## src/rtl/ifu_pkg.sv

```systemverilog
// Shared types and constants for the instruction fetch unit.
// Instructions substituted on reset and on error responses live here.
package ifu_pkg;

  typedef enum logic [1:0] {
    REQ  = 2'd0,
    WAIT = 2'd1,
    HOLD = 2'd2
  } state_e;

  localparam logic [1:0]  RRESP_OKAY   = 2'b00;
  localparam logic [31:0] INST_NOP     = 32'h0000_0013;
  localparam logic [31:0] INST_EBREAK  = 32'h0010_0073;
  localparam logic [31:0] RESET_PC_DEF = 32'h8000_0000;

endpackage

```

## src/rtl/ifu_fetch.sv

```systemverilog
// Instruction fetch: one outstanding AR/R read per instruction, result held for the core.
// Latency AR handshake -> out_valid is 2 cycles; out_valid holds until out_ready or a redirect.
module ifu_fetch
  import ifu_pkg::*;
#(
  parameter int                 ADDR_W   = 32,
  parameter int                 DATA_W   = 32,
  parameter logic [ADDR_W-1:0]  RESET_PC = ADDR_W'(RESET_PC_DEF)
) (
  input  logic              clk,
  input  logic              rst,
  output logic [ADDR_W-1:0] mem_araddr,
  output logic              mem_arvalid,
  input  logic              mem_arready,
  input  logic [DATA_W-1:0] mem_rdata,
  input  logic [1:0]        mem_rresp,
  input  logic              mem_rvalid,
  output logic              mem_rready,
  output logic              out_valid,
  input  logic              out_ready,
  output logic [DATA_W-1:0] out_inst,
  output logic [ADDR_W-1:0] out_pc,
  output logic              out_err,
  input  logic              redirect_valid,
  input  logic [ADDR_W-1:0] redirect_pc
);

  state_e              state_q;
  logic [ADDR_W-1:0]   pc_q;
  logic [ADDR_W-1:0]   pending_pc_q;
  logic                discard_q;
  logic                arvalid_q;
  logic                rready_q;
  logic                out_valid_q;
  logic [DATA_W-1:0]   out_inst_q;
  logic [ADDR_W-1:0]   out_pc_q;
  logic                out_err_q;

  logic [ADDR_W-1:0]   redirect_pc_d;
  logic [ADDR_W-1:0]   pc_seq_d;

  assign redirect_pc_d = redirect_pc & ~ADDR_W'(3);
  assign pc_seq_d      = pc_q + ADDR_W'(4);

  always_ff @(posedge clk or negedge rst) begin
    if (!rst) begin
      state_q      <= REQ;
      pc_q         <= RESET_PC;
      pending_pc_q <= RESET_PC;
      discard_q    <= 1'b0;
      arvalid_q    <= 1'b0;
      rready_q     <= 1'b0;
      out_valid_q  <= 1'b0;
      out_inst_q   <= DATA_W'(INST_NOP);
      out_pc_q     <= RESET_PC;
      out_err_q    <= 1'b0;
    end else begin
      case (state_q)
        REQ: begin
          if (!arvalid_q) begin
            // Only the first cycle out of reset: nothing presented yet, so retarget directly.
            arvalid_q <= 1'b1;
            if (redirect_valid) pc_q <= redirect_pc_d;
          end else begin
            // Address is already on the bus and must stay put; finish it and drop the beat.
            if (redirect_valid) begin
              discard_q    <= 1'b1;
              pending_pc_q <= redirect_pc_d;
            end
            if (mem_arready) begin
              arvalid_q <= 1'b0;
              rready_q  <= 1'b1;
              state_q   <= WAIT;
            end
          end
        end

        WAIT: begin
          if (mem_rvalid) begin
            rready_q <= 1'b0;
            if (redirect_valid || discard_q) begin
              // A redirect arriving with the beat is the newest target and wins.
              pc_q      <= redirect_valid ? redirect_pc_d : pending_pc_q;
              discard_q <= 1'b0;
              arvalid_q <= 1'b1;
              state_q   <= REQ;
            end else begin
              out_inst_q  <= (mem_rresp == RRESP_OKAY) ? mem_rdata : DATA_W'(INST_EBREAK);
              out_err_q   <= (mem_rresp != RRESP_OKAY);
              out_pc_q    <= pc_q;
              out_valid_q <= 1'b1;
              state_q     <= HOLD;
            end
          end else if (redirect_valid) begin
            discard_q    <= 1'b1;
            pending_pc_q <= redirect_pc_d;
          end
        end

        HOLD: begin
          if (redirect_valid || out_ready) begin
            pc_q        <= redirect_valid ? redirect_pc_d : pc_seq_d;
            out_valid_q <= 1'b0;
            arvalid_q   <= 1'b1;
            state_q     <= REQ;
          end
        end

        default: begin
          state_q   <= REQ;
          arvalid_q <= 1'b0;
          rready_q  <= 1'b0;
        end
      endcase
    end
  end

  assign mem_araddr  = pc_q;
  assign mem_arvalid = arvalid_q;
  assign mem_rready  = rready_q;
  assign out_valid   = out_valid_q;
  assign out_inst    = out_inst_q;
  assign out_pc      = out_pc_q;
  assign out_err     = out_err_q;

endmodule
```

## config.mk

```make
export PLATFORM = sky130hd
export DESIGN_NAME = ifu_fetch
export DESIGN_NICKNAME = d
export VERILOG_FILES = /design/src/rtl/ifu_pkg.sv /design/src/rtl/ifu_fetch.sv
export SDC_FILE = /design/constraint.sdc
export NUM_CORES = 1
export LEC_CHECK = 0
export CORE_MARGIN = 5
export CORE_UTILIZATION = 53
export DETAILED_ROUTE_END_ITERATION = 16
export GPL_ROUTABILITY_DRIVEN = 0
export PLACE_DENSITY = 0.85
export SLEW_MARGIN = 20
export SYNTH_ARGS = -nofsm -noshare
export SYNTH_HDL_FRONTEND = slang
export SYNTH_SLANG_ARGS = --single-unit
```

## constraint.sdc

```tcl
create_clock -name clk -period 6.8 [get_ports clk]
set_clock_uncertainty 0.2 [all_clocks]
set_input_delay 2.04 -clock clk [delete_from_list [all_inputs] [get_ports clk]]
set_output_delay 2.04 -clock clk [all_outputs]
set_load 0.05 [all_outputs]
```

==> impl_metrics.csv <==
group,metric,value,unit
run_status,status,"finished, final reports clean",
clock_tree,cts_inserted_buffers,17,
worst_setup_path,arrival,4750,ps
clock_tree,cts_root_buf,"clkbuf_16",
grt,grt_pass1_vias,6313,
clock_tree,cts_tree,"built",
place,io_buffer_count,169,
cells_and_area,final_area,9070,µm²
floorplan,pin_count,172,
synthesis,synth_nets,747,
grt,grt_pass1_wl,32800,µm
timing,slew_headroom,39.8,%
cells_and_area,n_antenna_cell,0,
synthesis,synth_common_cells,"dfrtp_1, nand2_1, o21ai_0",
timing,worst_pin_slew,902,ps
drt,wl,21100,µm
timing,finalSetupViolCount,0,
cells_and_area,ff_latch_area,3390,µm²
timing,hold_viol,0,
synthesis,yosysUniqueCellTypes,67,
timing,clock.fmax,214,MHz
floorplan,coreArea,12500,µm²
drt,drc,0,
grt,antenna_found_initial,0,
floorplan,die_h,122,µm
synthesis,yosysTopAreaCell,"dfrtp_1",
timing,finalSetupTns,0,ps
drt,drt_iter0_markers,723,
worst_setup_path,crit_path_start_kind,"primary input",
min_path,hold_depth,2,
min_path,hp-class,"register to register",
power_and_ir_drop,cellPowerDensity,590,nW/µm²
cells_and_area,stdcell_count,1005,
grt,grt_max_degree,50,
synthesis,synth_area,6690,µm²
timing,finalWorstSetupSlack,2130,ps
clock_tree,path_clk_slew,60,ps
floorplan,rows,41,
synthesis,syn_inst,670,
worst_setup_path,timing.rr.end,"mem_araddr[16]",
min_path,hold_start,"out_pc[31]",
drt,ant_nets,0,
min_path,whs_endpoint,"out_pc[31]",
timing,finalMaxSlewViolations,0,
floorplan,die_area,15000,µm²
worst_setup_path,critPathMaxFanout,29,
cells_and_area,area_growth_syn_to_layout,35.5,%
power_and_ir_drop,p_leak,3.79,nW
synthesis,synthArstFlopShare,100,%
place,dp.cells,973,
synthesis,ys_seq_area_share,50.6,%
clock_tree,ctsResizeCount,0,
worst_setup_path,r2r_slack,3180,ps
synthesis,synth_enable_flop_cells,0,
cells_and_area,fillers,895,
timing,fin_hold_ws,265,ps
synthesis,synth.most_common_cell,"dfrtp_1",
synthesis,synth_area_leaders,"dfrtp_1, nand2_1, mux2_2",
worst_setup_path,crit_type,"primary input to register",
synthesis,dominantRegCellSynth,"dfrtp_1",
cells_and_area,drive_above_1_share,11.9,%
synthesis,ys_ff_latch,135,
worst_setup_path,r2r_start,"state_q[0]",
drt,wl_per_cell,21.0,µm
synthesis,synth_top_area_share,48.3,%
timing,min_period_over_period,68.6,%
grt,grt_use_total,28.3,%
cells_and_area,multiInputGateArea,3050,µm²
cells_and_area,num-nets-final,897,
clock_tree,post_cts_buffers,0,
worst_setup_path,crit_required,6890,ps
floorplan,die_w,122,µm
place,placed_cell_area,8490,µm²
timing,period_minus_slack,4670,ps
clock_tree,insertion_delay,430,ps
place,pre_cts_ws,1780,ps
grt,grt_remaining_overflow,0,
clock_tree,clockBufferDepth,2,
worst_setup_path,rr_worst_depth,8,
floorplan,start_util,53.4,%
synthesis,yosysWarnings,0,
clock_tree,cts_htree_levels,4,
timing,rsz0062_at_grt,"no",
power_and_ir_drop,irDropWorstVdd,0.410,mV
clock_tree,cts_hold_buf,0,
drt,first_pass_iters,5,
synthesis,avgSynthCellArea,9.99,µm²
drt,num_vias,6307,
place,dp_hpwl,14400,µm
worst_setup_path,crit_path_end_kind,"register",
clock_tree,clock_sink_count,135,
drt,viasPerCell,6.28,
flow_run,maxCapViolCount,0,
==> metrics by stage <==
stage / utilization, % / total power [mW]
6_report: 72.4 / 5.34
5_1_grt: 72.4 / 5.57
4_1_cts: 72.4 / 5.32
3_5_place_dp: 67.8 / 4.39
3_3_place_gp: 67.8 / 4.30
2_1_floorplan: - / 3.42
==> worst max-delay path, cell delays in order <==
cell and delay, ps:
clkdlybuf4s50_1 870, nand2b_1 220, a2111o_1 750, buf_4 370, a2111oi_0 420, a21oi_1 80
==> final cells by class <==
cell class	instances	area share (%)
Clock inverter	13	1.61
Multi-Input combinational cell	471	33.6
Clock buffer	19	4.78
Timing Repair Buffer	182	19.7
Sequential cell	135	37.3
Inverter	13	0.538
Tap cell	172	2.37
==> worst max-delay path by stage <==
stage	from	end	slack, ps	cells after the start
final	redirect_valid	mem_araddr[11]	2130	6
after global routing	redirect_valid	mem_araddr[16]	2060	6
after CTS	redirect_valid	mem_araddr[11]	2210	6
after detailed placement	redirect_valid	mem_araddr[11]	1780	6
after global placement	redirect_valid	pending_pc_q[21]	1930	7
after floorplan	redirect_valid	out_inst[14]	3090	8
==> per-layer routing <==
| metal | part of all wire [%] | global-route usage [%] |
|---|---|---|
| met4 | 2.7 | 12.7 |
| met2 | 48 | 46.1 |
| met3 | 10 | 7.51 |
| met5 | 0 | 0 |
| met1 | 39 | 35.4 |
==> cell usage in the layout (no fill, tap or decap), types with 9 or more instances in the layout <==
master / n
a211oi_1: 11
a21oi_1: 20
a22o_1: 35
buf_4: 14
clkbuf_16: 17
clkdlybuf4s50_1: 168
dfrtp_1: 129
inv_1: 12
mux2_2: 35
nand2_1: 111
nand3_1: 12
nand4_1: 9
nor2_1: 28
nor3_1: 12
o21ai_0: 56
o22a_1: 9
==> sequential cells by signal (all words and copies together), names as in the netlist, 2 cells and up <==
signal,cells
mem_araddr,32
out_inst,32
out_pc,32
pending_pc_q,32
state_q,2
==> cells by family after synthesis <==
kind of cell / synth area share (%)
xor+xnor: 1.18
simple gates: 15.3
mux: 6.34
compound gates: 21.8
fa+ha+maj: 0.935
flops: 50.6
buf+inv: 3.83
==> report_power, final <==
group	total [mW]	switching [mW]	internal, mW	leakage (nW)
Combinational	2.87	1.85	1.02	1.83
Sequential	1.57	0.378	1.19	1.68
Clock	0.905	0.361	0.544	0.279
Total	5.34	2.59	2.76	3.79
Note: power is estimated with default switching activity, not from simulation.
